===== src/rtl/nec_bus_pkg.sv =====
// nec_bus_pkg
//   Shared types and helpers for the NEC V30 bus-cycle sequencer.
//   - bus_state_t : sequencer states
//   - DDR_AW      : DDRAM 64-bit word-address width
//   - lane_of     : 16-bit lane within a 64-bit word for a CPU byte address
//   - lane_be     : 8-bit DDRAM byte enable for a 16-bit CPU access
//   - lane_data   : 16-bit lane extracted from a 64-bit DDRAM word
package nec_bus_pkg;

    localparam int DDR_AW = 29;

    typedef enum logic [2:0] {
        IDLE,
        RD_REQ,
        RD_WAIT,
        WR_REQ,
        IO_RD,
        DONE
    } bus_state_t;

    function automatic logic [1:0] lane_of(input logic [19:0] addr);
        return addr[2:1];
    endfunction

    // be16 bit1 = high byte (UBE), bit0 = low byte (A0 == 0)
    function automatic logic [7:0] lane_be(input logic [1:0] lane,
                                           input logic       ube,
                                           input logic       a0);
        logic [7:0] be16;
        be16 = {6'b0, ube, ~a0};
        return be16 << {lane, 1'b0};
    endfunction

    function automatic logic [15:0] lane_data(input logic [63:0] word,
                                              input logic [1:0]  lane);
        return word[16*lane +: 16];
    endfunction

endpackage


===== src/rtl/nec_bus_ctrl.sv =====
// nec_bus_ctrl
//   Sequences NEC V30 local-bus cycles onto a single-beat 64-bit DDRAM port.
//   The multiplexed address is latched while ASTB is high; memory reads
//   become one DDRAM read, memory writes one byte-masked DDRAM write, and
//   NEC READY is held low until the DDRAM side completes. I/O reads return
//   a constant, I/O writes are dropped.
//
//   Ports:
//     clk, reset          system clock, synchronous active-low reset
//     ad_in/ad_out/ad_oe  sampled NEC_AD, read data, FPGA drive enable
//     astb, rd_n, wr_n,
//     io_n, ube_n         NEC strobes and cycle qualifiers
//     ready               NEC_READY
//     ddr_*               DDRAM arbiter port
//     timeout_err         sticky flag, a DDRAM read was abandoned
//
//   state   | meaning
//   --------+-------------------------------------------------------
//   IDLE    | waiting for an RD/WR strobe fall
//   RD_REQ  | memory read pending, waiting for ddr_busy=0
//   RD_WAIT | read issued, waiting for ddr_dout_ready or timeout
//   WR_REQ  | memory write pending / issued, ready released after pulse
//   IO_RD   | I/O read, present IO_RDATA
//   DONE    | cycle finished, waiting for both strobes high
module nec_bus_ctrl
    import nec_bus_pkg::*;
#(
    parameter logic [DDR_AW-1:0] DDRAM_BASE = 29'h0300_0000,
    parameter logic [15:0]       IO_RDATA   = 16'hFFFF,
    parameter int                TIMEOUT    = 1023
) (
    input  logic              clk,
    input  logic              reset,
    input  logic [19:0]       ad_in,
    output logic [15:0]       ad_out,
    output logic              ad_oe,
    input  logic              astb,
    input  logic              rd_n,
    input  logic              wr_n,
    input  logic              io_n,
    input  logic              ube_n,
    output logic              ready,
    input  logic              ddr_busy,
    output logic [DDR_AW-1:0] ddr_addr,
    output logic              ddr_rd,
    output logic              ddr_we,
    output logic [7:0]        ddr_be,
    output logic [63:0]       ddr_din,
    input  logic [63:0]       ddr_dout,
    input  logic              ddr_dout_ready,
    output logic              timeout_err
);

    localparam int CW = (TIMEOUT < 1) ? 1 : $clog2(TIMEOUT + 1);
    localparam logic [CW-1:0] CNT_TC = CW'(TIMEOUT);

    bus_state_t        state_q, state_d;
    logic              rd_n_q, rd_n_p_q, wr_n_q, wr_n_p_q, astb_q, io_n_q;
    logic [19:0]       addr_q, addr_d;
    logic              io_q, io_d;
    logic              ube_q, ube_d;
    logic              ready_q, ready_d;
    logic              ad_oe_q, ad_oe_d;
    logic [15:0]       ad_out_q, ad_out_d;
    logic              ddr_rd_q, ddr_rd_d;
    logic              ddr_we_q, ddr_we_d;
    logic [7:0]        ddr_be_q, ddr_be_d;
    logic [DDR_AW-1:0] ddr_addr_q, ddr_addr_d;
    logic [63:0]       ddr_din_q, ddr_din_d;
    logic              timeout_err_q, timeout_err_d;
    logic [CW-1:0]     cnt_q, cnt_d;

    logic [DDR_AW-1:0] wa;
    logic [1:0]        lane;
    logic              rd_fall, wr_fall;

    assign wa      = DDRAM_BASE + DDR_AW'(addr_q[19:3]);
    assign lane    = lane_of(addr_q);
    assign rd_fall = rd_n_p_q & ~rd_n_q;
    assign wr_fall = wr_n_p_q & ~wr_n_q;

    always_comb begin
        state_d       = state_q;
        addr_d        = addr_q;
        io_d          = io_q;
        ube_d         = ube_q;
        ready_d       = ready_q;
        ad_oe_d       = ad_oe_q;
        ad_out_d      = ad_out_q;
        ddr_rd_d      = 1'b0;
        ddr_we_d      = 1'b0;
        ddr_be_d      = ddr_be_q;
        ddr_addr_d    = ddr_addr_q;
        ddr_din_d     = ddr_din_q;
        timeout_err_d = timeout_err_q;
        cnt_d         = cnt_q;

        if (astb_q) begin
            addr_d = ad_in;
            io_d   = ~io_n_q;
            ube_d  = ~ube_n;
        end

        case (state_q)
            IDLE: begin
                if (rd_fall) begin
                    if (io_q) begin
                        state_d = IO_RD;
                    end else begin
                        state_d = RD_REQ;
                        ready_d = 1'b0;
                    end
                end else if (wr_fall) begin
                    if (io_q) begin
                        state_d = DONE;
                    end else begin
                        state_d = WR_REQ;
                        ready_d = 1'b0;
                    end
                end
            end
            RD_REQ: begin
                if (!ddr_busy) begin
                    ddr_rd_d   = 1'b1;
                    ddr_addr_d = wa;
                    cnt_d      = '0;
                    state_d    = RD_WAIT;
                end
            end
            RD_WAIT: begin
                if (ddr_dout_ready) begin
                    ad_out_d = lane_data(ddr_dout, lane);
                    ad_oe_d  = 1'b1;
                    ready_d  = 1'b1;
                    state_d  = DONE;
                end else if (cnt_q == CNT_TC) begin
                    ad_out_d      = 16'hFFFF;
                    ad_oe_d       = 1'b1;
                    ready_d       = 1'b1;
                    timeout_err_d = 1'b1;
                    state_d       = DONE;
                end else begin
                    cnt_d = cnt_q + 1'b1;
                end
            end
            WR_REQ: begin
                // The pulse is registered: release ready on the cycle the
                // write strobe is actually presented to the DDRAM port.
                if (ddr_we_q) begin
                    ready_d = 1'b1;
                    state_d = DONE;
                end else if (!ddr_busy) begin
                    ddr_we_d   = 1'b1;
                    ddr_addr_d = wa;
                    ddr_be_d   = lane_be(lane, ube_q, addr_q[0]);
                    ddr_din_d  = {4{ad_in[15:0]}};
                end
            end
            IO_RD: begin
                ad_out_d = IO_RDATA;
                ad_oe_d  = 1'b1;
                state_d  = DONE;
            end
            DONE: begin
                if (rd_n_q && wr_n_q) begin
                    ad_oe_d = 1'b0;
                    state_d = IDLE;
                end
            end
            default: state_d = IDLE;
        endcase
    end

    always_ff @(posedge clk) begin
        if (!reset) begin
            state_q       <= IDLE;
            rd_n_q        <= 1'b1;
            rd_n_p_q      <= 1'b1;
            wr_n_q        <= 1'b1;
            wr_n_p_q      <= 1'b1;
            astb_q        <= 1'b0;
            io_n_q        <= 1'b1;
            addr_q        <= '0;
            io_q          <= 1'b0;
            ube_q         <= 1'b0;
            ready_q       <= 1'b1;
            ad_oe_q       <= 1'b0;
            ad_out_q      <= '0;
            ddr_rd_q      <= 1'b0;
            ddr_we_q      <= 1'b0;
            ddr_be_q      <= '0;
            ddr_addr_q    <= '0;
            ddr_din_q     <= '0;
            timeout_err_q <= 1'b0;
            cnt_q         <= '0;
        end else begin
            state_q       <= state_d;
            rd_n_q        <= rd_n;
            rd_n_p_q      <= rd_n_q;
            wr_n_q        <= wr_n;
            wr_n_p_q      <= wr_n_q;
            astb_q        <= astb;
            io_n_q        <= io_n;
            addr_q        <= addr_d;
            io_q          <= io_d;
            ube_q         <= ube_d;
            ready_q       <= ready_d;
            ad_oe_q       <= ad_oe_d;
            ad_out_q      <= ad_out_d;
            ddr_rd_q      <= ddr_rd_d;
            ddr_we_q      <= ddr_we_d;
            ddr_be_q      <= ddr_be_d;
            ddr_addr_q    <= ddr_addr_d;
            ddr_din_q     <= ddr_din_d;
            timeout_err_q <= timeout_err_d;
            cnt_q         <= cnt_d;
        end
    end

    assign ad_out      = ad_out_q;
    assign ad_oe       = ad_oe_q;
    assign ready       = ready_q;
    assign ddr_addr    = ddr_addr_q;
    assign ddr_rd      = ddr_rd_q;
    assign ddr_we      = ddr_we_q;
    assign ddr_be      = ddr_be_q;
    assign ddr_din     = ddr_din_q;
    assign timeout_err = timeout_err_q;

endmodule


===== config.mk =====
export PLATFORM = sky130hd
export DESIGN_NAME = nec_bus_ctrl
export DESIGN_NICKNAME = d
export VERILOG_FILES = /design/src/rtl/nec_bus_pkg.sv /design/src/rtl/nec_bus_ctrl.sv
export SDC_FILE = /design/constraint.sdc
export NUM_CORES = 1
export LEC_CHECK = 0
export BUFFER_PORTS_ARGS = -buffer_cell sky130_fd_sc_hd__clkbuf_2
export CAP_MARGIN = 0
export CORE_MARGIN = 2
export CORE_UTILIZATION = 44
export CTS_BUF_LIST = sky130_fd_sc_hd__clkbuf_16
export DETAILED_ROUTE_END_ITERATION = 10
export GPL_TIMING_DRIVEN = 0
export PLACE_DENSITY_LB_ADDON = 0.1
export SKIP_LAST_GASP = 1
export SYNTH_ARGS = -nofsm -noshare
export SYNTH_HDL_FRONTEND = slang
export SYNTH_SLANG_ARGS = --single-unit

===== constraint.sdc =====
create_clock -name clk -period 5.6 [get_ports clk]
set_input_delay 1.12 -clock clk [delete_from_list [all_inputs] [get_ports clk]]
set_output_delay 1.12 -clock clk [all_outputs]
set_load 0.05 [all_outputs]

# After elaboration in Yosys (flattened, before gate mapping)
# Cells that the tools add are included.
[word_totals]
regBits = 163
inputBits = 93
out_inout_bits = 122
word_cells = 97
[op_classes]
add_sub_neg = 2
eq_ne = 14
shifts = 2
n_mux = 30
n_bitwise = 12
reduce_logical = 17
[ops]
columns = ["op", "n"]
rows = [
  ["$shiftx A64 B7 Y16", 1],
  ["$mux W29", 2],
  ["$pmux W29 S2", 1],
  ["$mux W16", 2],
  ["$pmux W16 S2", 1],
  ["$mux W10", 3],
  ["$add A26 B17 Y27 const A", 1],
  ["$mux W3", 9],
  ["$pmux W10 S2", 1],
  ["$pmux W3 S6", 1],
  ["$ne A2 B2 Y1 const B", 6],
  ["$add A10 B1 Y10 const B", 1],
  ["$eq A10 B10 Y1 const B", 1],
  ["$not A1 Y1", 10],
  ["$reduce_and A3 Y1", 3],
  ["$mux W1", 8],
  ["$reduce_and A4 Y1", 2],
  ["$shl A2 B3 Y8", 1],
  ["$eq A3 B2 Y1 const B", 2],
  ["$eq A3 B3 Y1 const B", 2],
  ["$ne A3 B3 Y1 const B", 2],
  ["$pmux W1 S3", 2],
  ["$reduce_and A2 Y1", 3],
  ["$reduce_bool A2 Y1", 3],
  ["other kinds (7)", 9],
]

# Longest topological paths before layout
[logic_depth]
word_depth = 5
mapped_depth = 6
ltp_nobuf = 5

# Least setup slack after synthesis
# Ideal clock, no wire load.
[synth_path]
path_type = "input-to-reg"
start = "input ddr_busy"
end = "register ddr_be_q[1] (netlist: ddr_be[1])"
setup_time_ns = 0.070
t_arrival_ns = 2.353
required_ns = 5.530
path_slack_ns = 3.177
stages = 5
n_path_buf = 1
cell_sequence = "nand2b_1 > or3_1 > buf_2 > or4b_1 > a21boi_1"
[synth_between]
elab_chain_cells = 2
[synth_lines]
columns = ["element", "line_no", "text"]
rows = [
  ["start: declaration", "nec_bus_ctrl.sv:43", "input logic ddr_busy,"],
  ["$not A1 Y1 (no line)", "--", ""],
  ["$reduce_and A3 Y1 (no line)", "--", ""],
  ["end signal: assignment", "nec_bus_ctrl.sv:212", "ddr_be_q <= ddr_be_d;"],
  ["end: declaration", "nec_bus_ctrl.sv:67", "logic [7:0] ddr_be_q, ddr_be_d;"],
]
# No other way between the ends.
# A chain may end at the register's enable or synchronous reset.

# Final worst setup path
[layout_path]
start = "input ddr_busy"
end = "register ddr_addr_q[15] (netlist: ddr_addr[15])"
[layout_between]
elab_chain_cells = 3
[layout_lines]
columns = ["element", "line_no", "text"]
rows = [
  ["$mux W29 *", "--", ""],
  ["$mux W29", "--", ""],
  ["$pmux W29 S2 *", "--", ""],
  ["end signal: assignment", "nec_bus_ctrl.sv:213", "ddr_addr_q <= ddr_addr_d;"],
  ["end: declaration", "nec_bus_ctrl.sv:68", "logic [DDR_AW-1:0] ddr_addr_q, ddr_addr_d;"],
]
# Mark *: on every way between the ends. The rest lies on a longest branch, timed or not. The select of a mux whose other input is x is not followed.

==> impl_metrics.toml <==
[finish]
layout-drive-gt1-share = 0.433
fin_nets = 823
final_cell_mix = "204 x clkbuf_2, 104 x dfxtp_1, 84 x nand2_1, 60 x buf_4, 39 x a21boi_0"
antenna_cells = 0
layout_commonest_cell = "clkbuf_2"
areaGrowthSynthToFinish_pct = 31.0
layoutNonFillerInstCount = 874

[setup_path]
r2r_slack_ns = 3.43
r2r_start = "cnt_q[0]$_SDFFE_PN0P_"
path_class = "input pin to register"
worstPathCellList = "clkbuf_2, nand2b_1, a211oi_2, clkbuf_1, nand2_1, a21boi_0"
cp.required_ns = 5.87
crit_arrival_ns = 2.86
reg2regPathDepth = 6
critPathMaxFanout = 10
crit_start = "ddr_busy"
crit_buf_inv = 2
worstSetupEndpointType = "register"
critPathSlowestCell = "a211oi_2"
critical-path-max-stage-delay_ns = 0.64
crit_family = "compound AO/OA/AOI/OAI gates"
cp-start-kind = "input pin"
timing.rr.end = "cnt_q[0]$_SDFFE_PN0P_"

[placed_design]
place_congestion = 0.843
place.port_buffers = 204
placed_cells = 858
hpwl_mm = 10.3

[logic_synthesis]
synth_cells = 505
ys_warn_count = 0
syn_avg_cell_area_um2 = 9.79
yosysUniqueCellTypes = 57
async_reset_ff_frac = 0
synth_ff_type = "dfxtp_1"
ys_seq_area_frac = 0.421
syn_area_um2 = 4940
synth_edf_count = 0
ys_ff_latch = 104

[hold_path]
min-delay-start = "ddr_be[2]$_SDFFE_PN0P_"
worstHoldEndpoint = "ddr_be[2]$_SDFFE_PN0P_"
hp-class = "register to register"
hold-path-cell-count = 2

[routing]
drt-total-wl_mm = 13.4
drtPass1Iterations = 5
vias = 4389
post-route-drc-count = 0
drtAntennaViolNets = 0
via_per_inst = 5.02
wl_per_cell_um = 15.4
drt_iter0_drc = 171

[cts]
cts_tree = "done"
worstSkewPairLatency_ns = 0.34
h-tree-depth = 3
ctsResizeCount = 0
clk_pin_slew_worst_paths_ns = 0.08
cts_buffer_depth = 2
post-cts-setup-buffers = 0
numCtsBuffers = 9
hold_buffers = 0
cts_sinks = 104
root_buffer = "clkbuf_16"

[outcome]
status = "complete, no violations"

[timing]
rsz0062_at_grt = "no"
hold_viol_final = 0
tns_ns = 0
hold_slack_ns = 0.458
final.setup_skew_ns = 0.00725
drv_slew = 0
slew_headroom = 0.450
fmax_ghz = 0.386
layout_min_cycle_time_ns = 2.59
fin_crit_sh = 0.463
tightest_slew_ns = 0.805
setup_viol = 0

[global_routing]
grt_remaining_overflow = 0
grt_max_degree = 19
grt_use_total = 0.215
grt_pass1_vias = 4061
grt_pass1_wl_mm = 20.0
antenna_found_initial = 0

[flow_run]
maxCapViolations = 0

[die]
core_um2 = 10900
placementRows = 38
die-area_um2 = 12100
io_pins = 215
die_w_um = 110
dieHeight_um = 110
start_util = 0.454

[power_and_ir_drop]
p_per_area_nw_per_um2 = 389
power_leakage_uw = 0.00288
ir_drop_v = 0.000213
==> stage by stage <==
stage | util | total power (uW) | setup WS (ns) | instance area (um2)
5_1_grt | 0.595 | 2640 | 2.86 | 6470
6_report | 0.595 | 2520 | 3.01 | 6470
4_1_cts | 0.595 | 2540 | 2.99 | 6470
2_1_floorplan | - | 1660 | 3.18 | 4980
3_5_place_dp | 0.567 | 1900 | 2.64 | 6170
3_3_place_gp | 0.567 | 1880 | 2.70 | 6170
==> worst max path at each step <==
stage	to	slack, ns	depth (start not counted)
final	ddr_addr[15]$_SDFFE_PN0P_	3.01	6
after global routing	ddr_addr[15]$_SDFFE_PN0P_	2.86	6
after floorplan	ddr_be[1]$_SDFFE_PN0P_	3.18	5
after CTS	ddr_addr[15]$_SDFFE_PN0P_	2.99	6
after global placement	ddr_addr[9]$_SDFFE_PN0P_	2.70	6
after detailed placement	ddr_addr[8]$_SDFFE_PN0P_	2.64	6
==> synthesized netlist by cell type (4+ instances only) <==
master | number | area share
mux4_2 | 16 | 0.073
a21boi_0 | 39 | 0.059
nor2_1 | 5 | 0.0038
clkbuf_1 | 27 | 0.021
or3_1 | 4 | 0.0051
o21ai_0 | 4 | 0.0041
or4_1 | 7 | 0.011
o221a_1 | 8 | 0.018
inv_1 | 4 | 0.0030
mux2i_1 | 20 | 0.041
nand2_1 | 84 | 0.064
o31ai_1 | 7 | 0.011
o221a_2 | 9 | 0.021
a21oi_1 | 13 | 0.013
nand2b_1 | 9 | 0.011
nand3_1 | 4 | 0.0041
buf_4 | 60 | 0.091
dfxtp_1 | 104 | 0.42
nor2b_1 | 23 | 0.029
==> worst min-delay path: cells and delay by family (launching register included) <==
family | cells | cell delay [ns]
simple gates | 1 | 0.05
flops | 1 | 0.31
compound gates | 1 | 0.05
==> layout make-up <==
type | instances | area (um2)
clock buffer | 9 | 225
multi-input combinational | 311 | 2280
fill | 984 | 4410
tap | 140 | 175
timing repair buffer | 204 | 1020
inverter | 4 | 15.0
sequential | 104 | 2080
clock inverter | 7 | 77.6
buffer | 95 | 601
==> power breakdown <==
part | switching [uW] | leakage [uW] | internal [uW] | total [uW]
clock | 289 | 0.000146 | 351 | 640
sequential | 73.4 | 0.000847 | 842 | 915
combinational | 656 | 0.00188 | 310 | 966
==> cell families after synthesis <==
family / Yosys count / share of synthesized area
multiplexers: 36 / 0.113
buffers and inverters: 99 / 0.125
flip-flops: 104 / 0.421
adder cells (fa/ha/maj): 1 / 0.00253
other: 1 / 0.000759
AO/OA/AOI/OAI: 102 / 0.165
AND/OR/NAND/NOR: 162 / 0.173
==> metal layers <==
layer / wire [um] / GRT usage / vias up
met5: 0 / 0 / -
met4: 191 / 0.0714 / 0
met3: 1010 / 0.0523 / 18
met2: 6670 / 0.386 / 168
met1: 5550 / 0.249 / 2039
li1: - / - / 2164
==> state kept, by name, summed over array words and instances, names as in the netlist, 3 cells and up <==
name,flops
ddr_din,16
addr_q,20
state_q,3
ad_out,16
ddr_be,8
cnt_q,10
ddr_addr,18
No activity file was read; power rests on OpenSTA's default activity.
